$ cat src/rtl/arq_pkg.sv
// Shared types and default parameter values for the stop-and-wait ARQ transmitter.
package arq_pkg;

  localparam int unsigned ARQ_DATA_W_DEF    = 8;
  localparam int unsigned ARQ_TIMEOUT_DEF   = 64;
  localparam int unsigned ARQ_MAX_RETRY_DEF = 3;

  typedef enum logic [1:0] {
    IDLE = 2'd0,
    SEND = 2'd1,
    WAIT = 2'd2
  } arq_state_e;

endpackage

$ cat src/rtl/arq_timer.sv
// Acknowledgement timeout counter: counts while enabled, saturates at TIMEOUT-1.
module arq_timer
  import arq_pkg::*;
#(
  parameter int unsigned TIMEOUT = ARQ_TIMEOUT_DEF
) (
  input  logic clk,
  input  logic rst_n,
  input  logic clear,
  input  logic enable,
  output logic expired
);

  localparam int unsigned CNT_W = (TIMEOUT > 1) ? $clog2(TIMEOUT) : 1;
  localparam logic [CNT_W-1:0] LAST = CNT_W'(TIMEOUT - 1);

  logic [CNT_W-1:0] count_q, count_d;

  // Saturating so the count can never wrap back to zero inside WAIT.
  always_comb begin
    count_d = count_q;
    if (clear) begin
      count_d = '0;
    end else if (enable && (count_q != LAST)) begin
      count_d = count_q + 1'b1;
    end
  end

  always_ff @(posedge clk or negedge rst_n) begin
    if (!rst_n) begin
      count_q <= '0;
    end else begin
      count_q <= count_d;
    end
  end

  assign expired = enable && (count_q == LAST);

endmodule

$ cat src/rtl/arq_tx_ctrl.sv
// Stop-and-wait (alternating-bit) ARQ transmit controller with timeout-driven retransmission.
module arq_tx_ctrl
  import arq_pkg::*;
#(
  parameter int unsigned DATA_W    = ARQ_DATA_W_DEF,
  parameter int unsigned TIMEOUT   = ARQ_TIMEOUT_DEF,
  parameter int unsigned MAX_RETRY = ARQ_MAX_RETRY_DEF
) (
  input  logic              clk,
  input  logic              rst_n,
  input  logic              req_valid,
  input  logic [DATA_W-1:0] req_data,
  output logic              req_ready,
  output logic              tx_valid,
  output logic [DATA_W-1:0] tx_data,
  output logic              tx_seq,
  input  logic              tx_ready,
  input  logic              ack_valid,
  input  logic              ack_seq,
  output logic              done,
  output logic              fail,
  output logic              busy
);

  localparam logic [3:0] RETRY_LIM = 4'(MAX_RETRY);

  arq_state_e        state_q, state_d;
  logic [DATA_W-1:0] data_q, data_d;
  logic              seq_q, seq_d;
  logic [3:0]        retry_q, retry_d;
  logic              done_q, done_d;
  logic              fail_q, fail_d;
  logic              expired;

  arq_timer #(
    .TIMEOUT (TIMEOUT)
  ) u_timer (
    .clk     (clk),
    .rst_n   (rst_n),
    .clear   (state_q != WAIT),
    .enable  (state_q == WAIT),
    .expired (expired)
  );

  always_comb begin
    state_d = state_q;
    data_d  = data_q;
    seq_d   = seq_q;
    retry_d = retry_q;
    done_d  = 1'b0;
    fail_d  = 1'b0;
    case (state_q)
      IDLE: begin
        if (req_valid) begin
          data_d  = req_data;
          retry_d = '0;
          state_d = SEND;
        end
      end
      SEND: begin
        if (tx_ready) begin
          state_d = WAIT;
        end
      end
      WAIT: begin
        // A matching ACK wins over a timeout landing in the same cycle.
        if (ack_valid && (ack_seq == seq_q)) begin
          done_d  = 1'b1;
          seq_d   = ~seq_q;
          state_d = IDLE;
        end else if (expired) begin
          if (retry_q < RETRY_LIM) begin
            retry_d = retry_q + 1'b1;
            state_d = SEND;
          end else begin
            fail_d  = 1'b1;
            state_d = IDLE;
          end
        end
      end
      default: state_d = IDLE;
    endcase
  end

  always_ff @(posedge clk or negedge rst_n) begin
    if (!rst_n) begin
      state_q <= IDLE;
      data_q  <= '0;
      seq_q   <= 1'b0;
      retry_q <= '0;
      done_q  <= 1'b0;
      fail_q  <= 1'b0;
    end else begin
      state_q <= state_d;
      data_q  <= data_d;
      seq_q   <= seq_d;
      retry_q <= retry_d;
      done_q  <= done_d;
      fail_q  <= fail_d;
    end
  end

  assign req_ready = (state_q == IDLE);
  assign tx_valid  = (state_q == SEND);
  assign tx_data   = data_q;
  assign tx_seq    = seq_q;
  assign busy      = (state_q != IDLE);
  assign done      = done_q;
  assign fail      = fail_q;

endmodule

$ cat config.mk
export PLATFORM = sky130hd
export DESIGN_NAME = arq_tx_ctrl
export DESIGN_NICKNAME = d
export VERILOG_FILES = /design/src/rtl/arq_pkg.sv /design/src/rtl/arq_timer.sv /design/src/rtl/arq_tx_ctrl.sv
export SDC_FILE = /design/constraint.sdc
export NUM_CORES = 1
export LEC_CHECK = 0
export ABC_CLOCK_PERIOD_IN_PS = 4500
export CORE_MARGIN = 2
export CORE_UTILIZATION = 45
export DETAILED_ROUTE_END_ITERATION = 16
export GPL_TIMING_DRIVEN = 0
export PLACE_DENSITY = 0.74
export RECOVER_POWER = 50
export SLEW_MARGIN = 20
export SYNTH_ARGS = -nofsm -noshare
export SYNTH_HDL_FRONTEND = slang
export SYNTH_HIERARCHICAL = 1
export SYNTH_SLANG_ARGS = --single-unit
export TNS_END_PERCENT = 20
$ cat constraint.sdc
create_clock -name clk -period 4.5 [get_ports clk]
set_input_delay 0.45 -clock clk [delete_from_list [all_inputs] [get_ports clk]]
set_output_delay 0.45 -clock clk [all_outputs]
set_load 0.02 [all_outputs]
Word level (Yosys, flattened, before mapping). Index checks and enable logic that the tools add are counted.

Bitwise logic cells: 1. Multiplexer cells: 19. Magnitude comparators: 1. Reduce and logical (&&, ||, !) cells: 11. Equal/unequal tests: 12. Add/subtract/negate cells: 2.

Operators with widths (count): 4-bit 2-to-1 mux (4); 6-bit 2-to-1 mux (2); 2-bit inequality test (second input constant) (5); 2-bit 2-to-1 mux (4); 4-bit case mux with 2 select lines (1); 1-bit 2-to-1 mux (7); 6-bit by 1-bit adder with 6-bit output (second input constant) (1); 6-bit equality test (second input constant) (1); 6-bit inequality test (second input constant) (1); 2-bit case mux with 3 select lines (1); 2-bit nonzero test (3); 5-bit AND reduction (1); 4-bit by 1-bit adder with 4-bit output (second input constant) (1); 4-bit by 2-bit less-than comparator with 1-bit output (second input constant) (1); 2-bit AND reduction (2); 1-bit logical AND (3); 3-bit inequality test (second input constant) (1); 3-bit AND reduction (1); 2-bit by 1-bit equality test with 1-bit output (second input constant) (1); 2-bit equality test (second input constant) (1); 2-bit zero test (1); 2-bit by 1-bit inequality test with 1-bit output (second input constant) (1); 1-bit equality test (1); 1-bit NOT (1).

Bits in registers: 23. Output and inout bits: 14. Word-level logic and storage cells: 53.

Depth between registers and ports, before layout. Gate-level depths: netlist of the first run.

Depth after elaboration: 5. Gate-level depth with buffers: 8. Gate-level depth less buffers: 7.

By module. The synthesis of the first run kept the hierarchy.

By module, submodules not included: arq_tx_ctrl (times used 1, cells an instance 62, seq. area each 425.4 um2, area an instance 783.3 um2); arq_timer (times used 1, cells an instance 42, seq. area each 150.1 um2, area an instance 389.1 um2).

Least setup slack after synthesis of the first run. Ideal clock, no wire load.

Kind: reg-to-reg. Start point: register state_q[0]. End point: register retry_q[1]. Path buffers: 1. Arrival: 1514 ps. Data required time: 4362 ps. Library setup time: 138 ps. Cell stages (with the launch flop): 9. Period minus slack after synthesis: 1652 ps. Slack: 2848 ps. Cell sequence: dfrtp_1 > nand2b_1 > inv_2 > buf_6 > nand4_1 > nor2_1 > mux2i_1 > o21ai_0 > o221ai_1.

Longest elaborated chain between the ends: 4. Elaborated cells between the ends (all ways): 10.

RTL lines: from (decl) (RTL line arq_tx_ctrl.sv:27) `arq_state_e state_q, state_d;`; from (signal assigned) (RTL line arq_tx_ctrl.sv:94) `state_q <= state_d;`; 2-bit equality test (RTL line arq_tx_ctrl.sv:41) `.enable (state_q == WAIT),`; 1-bit logical AND (RTL line arq_timer.sv:37) `assign expired = enable && (count_q == LAST);`; net expired (RTL line arq_tx_ctrl.sv:33) `logic expired;`; 2-bit inequality test (no line); 5-bit AND reduction (no line); to (signal assigned) (RTL line arq_tx_ctrl.sv:97) `retry_q <= retry_d;`; to (decl) (RTL line arq_tx_ctrl.sv:30) `logic [3:0] retry_q, retry_d;`.

The timed path passes the listed nets, and every way through them passes these cells. A chain may end at the register's enable or synchronous reset.

Worst setup path in the final report of the first run.
Start point: register state_q[1]. End point: output req_ready.

Longest elaborated chain between the ends: 1.

RTL lines: 2-bit zero test (RTL line arq_tx_ctrl.sv:103) `assign req_ready = (state_q == IDLE);`; to (decl) (RTL line arq_tx_ctrl.sv:13) `output logic req_ready,`.

No other way between the ends.

==> results of run 1 <==
==> registers in the layout (all words and copies together) (netlist names) <==
name / flops
tx_data: 8
u_timer/count_q: 6
retry_q: 4
state_q: 2
done: 1
fail: 1
tx_seq: 1
==> cells in the mapped netlist (all sizes together), types with 3 or more instances <==
master,n
a21oi,4
a31oi,4
buf,3
dfrtp,23
inv,7
mux2,8
nand2,6
nand2b,3
nand3,4
nor2,4
nor2b,4
nor3,5
o21ai,4
==> cells in the final DEF, fill, tap and decap left out, drive strengths merged <==
cell            n
nand2           6
mux2            8
inv             7
mux2i           2
a22oi           2
buf             2
o221ai          1
o21ai           4
a31oi           4
and2b           1
nor2b           4
nor2            4
dfrtp          23
xnor2           1
a211oi          2
ha              2
nand3           4
nand4           1
a311oi          1
nor3            5
clkbuf          6
xor2            2
clkdlybuf4s50  25
nor3b           2
and3            2
a21oi           4
and2            1
o311ai          2
nand2b          3
o2111ai         1
dlygate4sd3     1
or3             1
and3b           1
==> path summary, 6_finish.rpt <==
check                                             from                endpoint  cells past startpoint  slack, ns
worst min register to register  tx_data[2]$_DFFE_PN0P_  tx_data[2]$_DFFE_PN0P_                      1       0.50
worst min-delay path                             rst_n  tx_data[5]$_DFFE_PN0P_                      1       0.36
worst max-delay path            state_q[1]$_DFFE_PN0P_               req_ready                      2       2.47
worst max register to register  state_q[0]$_DFFE_PN0P_  retry_q[1]$_DFFE_PN0P_                      8       2.59
min in group clk                tx_data[2]$_DFFE_PN0P_  tx_data[2]$_DFFE_PN0P_                      1       0.50
max in group asynchronous                        rst_n  state_q[1]$_DFFE_PN0P_                      1       3.45
==> power groups by stage <==
stage | Sequential [W] | Clock [W] | Combinational, W
after floorplan | 0.000361 | 0 | 0.000193
after global placement | 0.000308 | 0 | 0.000399
after detailed placement | 0.000311 | 0 | 0.000403
after CTS | 0.000306 | 0.0000942 | 0.000406
after global routing | 0.000313 | 0.000103 | 0.000413
final | 0.000304 | 0.0000899 | 0.000379
==> per-stage QoR <==
step	worst slack (ns)	hold slack, ns	power (W)	cells
CTS	2.46	0.525	0.000807	165
global placement	2.61	0.490	0.000706	161
global route	2.36	0.466	0.000829	165
detailed placement	2.61	0.495	0.000714	161
finish	2.47	0.359	0.000773	165
floorplan	2.85	0.154	0.000554	104
==> kinds of logic after synthesis <==
family | share of synthesized area (%)
AO/OA/AOI/OAI | 12.2
multiplexers | 12.0
buffers and inverters | 5.12
adder cells (fa/ha/maj) | 2.13
flip-flops | 49.1
XOR/XNOR | 2.24
AND/OR/NAND/NOR | 17.3
==> area by class of cell <==
cell class	instances	area [um2]	area share, %
sequential	23	576	39.0
buffer	3	26.3	1.78
multi-input combinational	71	518	35.1
timing repair buffer	27	264	17.9
inverter	7	26.3	1.78
tap	30	37.5	2.55
clock buffer	4	26.3	1.78
==> layer usage <==
metal  global-route usage [%]  vias up  share of wire [%]
met3                     2.69        4                6.7
met1                     21.8      415                 47
li1                         -      442                  -
met2                     26.6       28                 44
met4                     6.10        0                1.5
met5                        0        -                  0
==> results.md, run 1 <==
* # diodes at 0
* Clock power frac at 11.6%
* Most used DFF post-synth: dfrtp_1
* Critical path fanouts, max at 6
* Gr ovfl total at 0
* Peak supply drop at 0.374 mV
* Post-CTS setup buffers at 0
* Req. time, crit path at 4.05 ns
* Yosys top cell by area: dfrtp_1
* Worst path max stage delay at 0.64 ns
* Post-synthesis cell area at 0.00117 mm2
* Final period util at 45.0%
* Final hold violation count at 0
* CTS tree: built
* Syn Inst Count at 104
* Core box area at 0.00248 mm2
* Port bufs at 27
* P_sw at 0.000276 W
* Combinational share of power at 49.0%
* Worst Path Buf+Inv at 1
* H-tree level count at 1
* Die Height at 55.0 um
* Number of global-route vias before repair at 812
* Clk_lat worst skew at 0.30 ns
* Sw Ratio at 35.7%
* GRT Util Overall at 16.3%
* Yosys warns at 6
* Slew Viols, Final at 0
* Fmax at 494 MHz
* Hold_buf cts at 0
* Cell area after layout at 0.00147 mm2
* Arr. time, crit path at 1.58 ns
* Placement Cell Area at 0.00148 mm2
* Post-Syn Nets at 120
* Min Clock Period, post-route at 2.03 ns
* Sequential area share after synthesis at 49.1%
* Finish-stage setup viols at 0
* Chip width at 55.0 um
* Pleak at 0.629 nW
* Global-route wire length before repair at 3.53 mm
* CP max-delay cell: clkdlybuf4s50_1
* Routed WL per cell at 12.7 um
* Slew headroom at 21.5%
* Post-Syn Area per Cell at 11.3 um2
* Int Pwr at 0.000497 W
* Clock Skew at 0.00180 ns
* Reg clk slew, reported paths at 0.11 ns
* Classification of the worst setup path: flop to output port
* Initial antenna violation count at 0
* Initial DRC count at 18
* Final nets at 152
* Max Cap Viol at 0
* # DRC at 0
* Pin count of the biggest net entering global routing at 24
* Worst path cell trace: nor2_1 > clkdlybuf4s50_1
* RSZ-0062 raised after global routing: false
* Top Family by Delay on Critical Path: buffers and inverters
* Utilization after layout at 59.5%
* Synth Register Bits at 23
* Vias per inst at 5.39
* WL final at 2.10 mm
* Endpoint class of the critical path: output port
* CTS root buf: clkbuf_4
* DP HPWL at 1.57 mm
* Post-synth EDFFs at 0
* Ys async rst share at 100%
* Clk sink count at 23
* Via count at 889
* # IOs at 28
* Die ar. at 0.00303 mm2
* CTS Buffer Depth at 2
* CTS Buf Count at 3
* Crit path launch type: flop
* Layout cells sized above 1 at 10.4%
* Post_cts resized at 0
* Synth top area cells: dfrtp_1 (49%), mux2_4 (10%), buf_6 (2.9%), a31oi_1 (2.1%), ha_1 (2.1%)
* First-pass iteration count of the detailed router at 4
* Num rows at 18
* HP Class: input port to asynchronous set/reset pin
* PwrDens at 524 mW/mm2
* Slew @ Worst Pin at 1.18 ns
* Register share of total power at 39.3%
* GPL Wtd Cong at 0.873
* Starting Density at 47.3%
* Synth cell types at 36
* Post-route ant nets at 0
* Post-synth top area share at 49.1%
* Fillers at 213
* Setup_tns at 0 ns
* Status: finished clean
* Area grow syn2layout at 25.7%
No activity file was read; power rests on OpenSTA's default activity.
==> run 2, diff against run 1 <==
--- a/config.mk
+++ b/config.mk
@@ -5,7 +5,7 @@
 export SDC_FILE = /design/constraint.sdc
 export NUM_CORES = 1
 export LEC_CHECK = 0
-export ABC_CLOCK_PERIOD_IN_PS = 4500
+export ABC_CLOCK_PERIOD_IN_PS = 1900
 export CORE_MARGIN = 2
 export CORE_UTILIZATION = 45
 export DETAILED_ROUTE_END_ITERATION = 16
==> constraint.sdc (replaced) <==
create_clock -name clk -period 1.9 [get_ports clk]
set_input_delay 0.19 -clock clk [delete_from_list [all_inputs] [get_ports clk]]
set_output_delay 0.19 -clock clk [all_outputs]
set_load 0.02 [all_outputs]
==> results.md, run 2 (synthesis gave the netlist of run 1 again) <==
* Status: finished clean
* GRT Util Overall at 16.5% (+0.17 points)
* Die ar. at 0.00303 mm2 (unchanged)
* Int Pwr at 0.00125 W (+150%)
* Starting Density at 47.3% (unchanged)
* Clock Skew at 0.00133 ns (-0.000473 ns)
* Endpoint class of the critical path: flop
* First-pass iteration count of the detailed router at 4 (unchanged)
* Sw Ratio at 35.5% (-0.20 points)
* Port bufs at 27 (unchanged)
* Worst r2r src: state_q[0]$_DFFE_PN0P_
* Hold_sp: tx_ready
* Slew Viols, Final at 0 (unchanged)
* Fmax at 550 MHz
* Placement Cell Area at 0.00148 mm2 (unchanged)
* Non-filler cells, final at 169 (+2.4%)
* PwrDens at 1260 mW/mm2 (+140%)
* Hold worst-path end: state_q[1]$_DFFE_PN0P_
* Core box area at 0.00248 mm2 (unchanged)
* Clk_lat worst skew at 0.30 ns (about the same)
* Slew @ Worst Pin at 1.18 ns (+0.00209 ns)
* Routed WL per cell at 13.6 um (+7.0%)
* Worst path cell trace: nand2b_2 > inv_2 > buf_6 > nand4_1 > nor2_2 > mux2i_1 > o21ai_1 > o221ai_1
* Clock power frac at 11.1% (-0.5 points)
* Top Layer Used: met4
* Global-route wire length before repair at 3.57 mm (+1.2%)
* Utilization after layout at 62.2% (+2.7 points)
* Final period util at 95.7%
* Finish-stage setup viols at 0 (unchanged)
* Critical path fanouts, max at 9 (+3)
* CTS tree: built
* Top Family by Delay on Critical Path: simple AND/OR/NAND/NOR gates
* Placed cell count at 161 (unchanged)
* Initial DRC count at 16 (-2)
* Reg clk slew, reported paths at 0.11 ns (about the same)
* P_sw at 0.000687 W (+150%)
* CTS Buf Count at 3 (unchanged)
* Reg2reg setup slack at 0.08 ns (-2.51 ns)
* Via count at 923 (+3.8%)
* M1 WL at 1.03 mm (+3.5%)
* DP HPWL at 1.57 mm (unchanged)
* Met2 WL at 1.09 mm (+17%)
* Pleak at 0.659 nW (+4.9%)
* Layout cells sized above 1 at 19.4% (+9.1 points)
* Setup WS post-layout at 0.0826 ns (-2.39 ns)
* Clk sink count at 23 (unchanged)
* Pre-CTS setup slack at 0.00545 ns (-2.60 ns)
* Min Clock Period, post-route at 1.82 ns
* Number of global-route vias before repair at 820 (+0.99%)
* Gr ovfl total at 0 (unchanged)
* Worst r2r path cells at 8 (unchanged)
* # diodes at 0 (unchanged)
* CTS root buf: clkbuf_4
* Post-route ant nets at 0 (unchanged)
* Worst path max stage delay at 0.43 ns (-0.21 ns)
* Register share of total power at 37.2% (-2.1 points)
* Max Cap Viol at 0 (unchanged)
* Commonest non-fill, non-tap cell in the layout: clkdlybuf4s50_1
* Peak supply drop at 0.942 mV (+150%)
* Final nets at 156 (+2.6%)
* Pin count of the biggest net entering global routing at 24 (unchanged)
* Worst Path Buf+Inv at 2 (+1)
* Die Height at 55.0 um (unchanged)
* # DRC at 0 (unchanged)
* Classification of the worst setup path: flop to flop
* Arr. time, crit path at 2.00 ns (+0.42 ns)
* Cell area after layout at 0.00154 mm2 (+4.6%)
* Combinational share of power at 51.7% (+2.7 points)
* Hold path depth at 3
* Req. time, crit path at 2.09 ns (-1.96 ns)
* Slew headroom at 21.3% (-0.14 points)
* Most frequent cells in the layout: clkdlybuf4s50_1 (26), dfrtp_1 (21), mux2_4 (8)
* Met3 Wirelength at 151 um (+7.9%)
* Final hold violation count at 0 (unchanged)
* Vias per inst at 5.46 (+1.4%)
* Num rows at 18 (unchanged)
* Reg-to-Reg End: retry_q[1]$_DFFE_PN0P_
* CTS Buffer Depth at 2 (unchanged)
* GPL Wtd Cong at 0.873 (unchanged)
* # IOs at 28 (unchanged)
* Chip width at 55.0 um (unchanged)
* Max reg flops at 8 (unchanged)
* CP max-delay cell: dfrtp_2
* WL final at 2.30 mm (+9.6%)
* H-tree level count at 1 (unchanged)
* Crit path launch type: flop
* Initial antenna violation count at 0 (unchanged)
* Area grow syn2layout at 31.5%
* HP Class: input port to flop
==> run 2: area by class of cell <==
type,count,area (um2)
Buffer,3,33.8
Timing Repair Buffer,31,297
Tap cell,30,37.5
Multi-Input combinational cell,71,543
Clock buffer,4,26.3
Sequential cell,23,578
Fill cell,209,936
Inverter,7,26.3
==> run 2: worst min-delay path: cells and delay by family <==
family / cells / cell delay (ns)
AND/OR/NAND/NOR: 1 / 0.06
AO/OA/AOI/OAI: 1 / 0.08
buffers and inverters: 1 / 0.42
==> run 2: power by group through the flow <==
stage / Combinational (W) / Sequential, W / Clock [W]
finish: 0.00100 / 0.000721 / 0.000216
detailed placement: 0.000954 / 0.000736 / 0
floorplan: 0.000458 / 0.000855 / 0
CTS: 0.000962 / 0.000726 / 0.000223
global placement: 0.000944 / 0.000729 / 0
global route: 0.00108 / 0.000742 / 0.000244
==> run 2: worst max-delay path by stage <==
stage	start	to	slack (ns)	cells after the start
final	state_q[0]$_DFFE_PN0P_	retry_q[1]$_DFFE_PN0P_	0.08	8
after global routing	state_q[0]$_DFFE_PN0P_	retry_q[1]$_DFFE_PN0P_	-0.07	8
after CTS	state_q[0]$_DFFE_PN0P_	retry_q[1]$_DFFE_PN0P_	0.05	8
after detailed placement	state_q[0]$_DFFE_PN0P_	retry_q[1]$_DFFE_PN0P_	0.005	8
after global placement	state_q[0]$_DFFE_PN0P_	retry_q[1]$_DFFE_PN0P_	0.01	8
after floorplan	state_q[0]$_DFFE_PN0P_	retry_q[1]$_DFFE_PN0P_	0.25	8
==> run 2: timing repair <==
item | in CTS | in global routing
hold buffers | 0 | 1
endpoints found under the hold margin | 0 | 23
setup buffers | 0 | 3
endpoints found under the setup margin | 1 | 2
gates resized for setup | 1 | 5
pin swaps | 0 | 1
==> run 2: metal layers <==
layer	up-vias	track usage [%]
met1	436	21.8
met2	35	27.2
met5	-	0
met4	0	6.10
met3	4	2.69
li1	448	-
==> run 2: metrics by stage <==
step / setup TNS [ns] / hold WS, ns / power (W)
after floorplan: 0 / -0.106 / 0.00131
after global placement: 0 / 0.490 / 0.00167
after detailed placement: 0 / 0.495 / 0.00169
after CTS: 0 / 0.460 / 0.00191
after global routing: -0.103 / 0.490 / 0.00207
final: 0 / 0.481 / 0.00194
==> run 3, diff against run 2 <==
--- a/config.mk
+++ b/config.mk
@@ -12,6 +12,7 @@
 export GPL_TIMING_DRIVEN = 0
 export PLACE_DENSITY = 0.74
 export RECOVER_POWER = 50
+export SKIP_CTS_REPAIR_TIMING = 1
 export SLEW_MARGIN = 20
 export SYNTH_ARGS = -nofsm -noshare
 export SYNTH_HDL_FRONTEND = slang
==> results.md, run 3 (synthesis gave the netlist of run 1 again) <==
* CP max-delay cell: clkdlybuf4s50_1
* Slew @ Worst Pin at 1.17 ns (-0.00766 ns)
* Peak supply drop at 0.937 mV (-0.50%)
* Endpoint class of the critical path: output port
* Pin count of the biggest net entering global routing at 24 (unchanged)
* DP HPWL at 1.57 mm (unchanged)
* Most frequent cells in the layout: clkdlybuf4s50_1 (26), dfrtp_1 (21), mux2_4 (8)
* First-pass iteration count of the detailed router at 4 (unchanged)
* CTS Buf Count at 3 (unchanged)
* Area grow syn2layout at 31.5% (unchanged)
* Fmax at 556 MHz (+1.0%)
* Req. time, crit path at 1.71 ns (-0.38 ns)
* GRT Util Overall at 16.3% (-0.17 points)
* Post-route ant nets at 0 (unchanged)
* Routed WL per cell at 13.3 um (-2.0%)
* Die Height at 55.0 um (unchanged)
* Global-route wire length before repair at 3.53 mm (-1.2%)
* Pleak at 0.659 nW (unchanged)
* CTS tree: built
* PwrDens at 1250 mW/mm2 (-0.35%)
* WL final at 2.26 mm (-2.0%)
* Top Family by Delay on Critical Path: buffers and inverters
* Critical path fanouts, max at 4 (-5)
* Classification of the worst setup path: flop to output port
* Port bufs at 27 (unchanged)
* RSZ-0062 raised after global routing: false
* Slew Viols, Final at 0 (unchanged)
* Met3 Resource Use GR at 2.69% (unchanged)
* Multi-input gate area at 543 um2 (unchanged)
* Fillers at 208 (-0.48%)
* Min Clock Period, post-route at 1.80 ns (-0.0181 ns)
* Initial DRC count at 8 (-8)
* Gr busiest metal: met2
* Finish-stage setup viols at 0 (unchanged)
* Worst Path Buf+Inv at 2 (unchanged)
* Core box area at 0.00248 mm2 (unchanged)
* CTS root buf: clkbuf_4
* Utilization after layout at 62.2% (unchanged)
* Max Cap Viol at 0 (unchanged)
* Gr ovfl total at 0 (unchanged)
* Status: finished clean
* Worst path max stage delay at 0.62 ns (+0.19 ns)
* Final hold violation count at 0 (unchanged)
* Commonest non-fill, non-tap cell in the layout: clkdlybuf4s50_1
* Num rows at 18 (unchanged)
* Final nets at 156 (unchanged)
* GPL Wtd Cong at 0.873 (unchanged)
* FF+latch area at 578 um2 (unchanged)
* Number of global-route vias before repair at 812 (-0.98%)
* # IOs at 28 (unchanged)
* Max reg flops at 8 (unchanged)
* Starting Density at 47.3% (unchanged)
* Setup WS post-layout at 0.101 ns (+0.0181 ns)
* Clock Skew at 0.00256 ns (+0.00123 ns)
* Arr. time, crit path at 1.61 ns (-0.39 ns)
* Crit path launch type: flop
* HP Class: input port to flop
* Clk sink count at 23 (unchanged)
* Reg clk slew, reported paths at 0.11 ns (about the same)
* Slew headroom at 21.9% (+0.51 points)
* Initial antenna violation count at 0 (unchanged)
* CTS Buffer Depth at 2 (unchanged)
* Via count at 925 (+0.22%)
* Pre-CTS setup slack at 0.00545 ns (unchanged)
* # diodes at 0 (unchanged)
* Layout cells sized above 1 at 19.4% (unchanged)
* Worst path cell trace: buf_4 > nor2_2 > clkdlybuf4s50_1
* # DRC at 0 (unchanged)
* Clk_lat worst skew at 0.30 ns (about the same)
* Met1 usage at 21.8% (unchanged)
* Vias per inst at 5.47 (+0.22%)
* Met2 Use GR at 26.6% (-0.60 points)
* Die ar. at 0.00303 mm2 (unchanged)
* H-tree level count at 1 (unchanged)
* Final period util at 94.7% (-0.95 points)
* Chip width at 55.0 um (unchanged)
## run 3: cell type report
cell class	count	area share [%]
sequential	23	37.5
multi-input combinational	71	35.2
timing repair buffer	31	19.2
tap	30	2.44
buffer	3	2.19
clock buffer	4	1.70
inverter	7	1.70
## run 3: worst reg2reg max path: cells and delay by family, from the launching register on
family,cells,cell delay (ns)
AO/OA/AOI/OAI,2,0.24
buffers and inverters,2,0.24
flip-flops,1,0.43
multiplexers,1,0.14
AND/OR/NAND/NOR,3,0.60
## run 3: metrics by stage
stage / instance area (um2) / hold slack (ns) / cells / TNS [ns] / power [W]
2_1_floorplan: 1170 / -0.106 / 104 / 0 / 0.00131
3_3_place_gp: 1480 / 0.490 / 161 / 0 / 0.00167
3_5_place_dp: 1480 / 0.495 / 161 / 0 / 0.00169
5_1_grt: 1540 / 0.490 / 169 / 0 / 0.00207
4_1_cts: 1510 / 0.460 / 165 / -0.0232 / 0.00191
6_report: 1540 / 0.488 / 169 / 0 / 0.00193
## run 3: power by group
part	switching, W	internal [W]
Sequential	0.0000956	0.000626
Combinational	0.000456	0.000543
Clock	0.000129	0.0000817
## run 3: layer usage
layer | vias to the layer above | part of all wire (%)
li1 | 447 | -
met1 | 440 | 44
met2 | 32 | 47
met3 | 6 | 6.5
met4 | 0 | 2.0
met5 | - | 0
## run 3: path summary, 6_finish.rpt
kind,startpoint,endpoint,slack (ns),depth (start not counted)
setup / recovery,state_q[0]$_DFFE_PN0P_,req_ready,0.10,3
hold / removal,tx_ready,state_q[1]$_DFFE_PN0P_,0.49,3
setup reg to reg,state_q[0]$_DFFE_PN0P_,retry_q[1]$_DFFE_PN0P_,0.12,8
hold reg to reg,tx_data[3]$_DFFE_PN0P_,tx_data[3]$_DFFE_PN0P_,0.52,1
max in group asynchronous,rst_n,state_q[1]$_DFFE_PN0P_,0.49,2
min in group asynchronous,rst_n,retry_q[0]$_DFFE_PN0P_,0.64,2
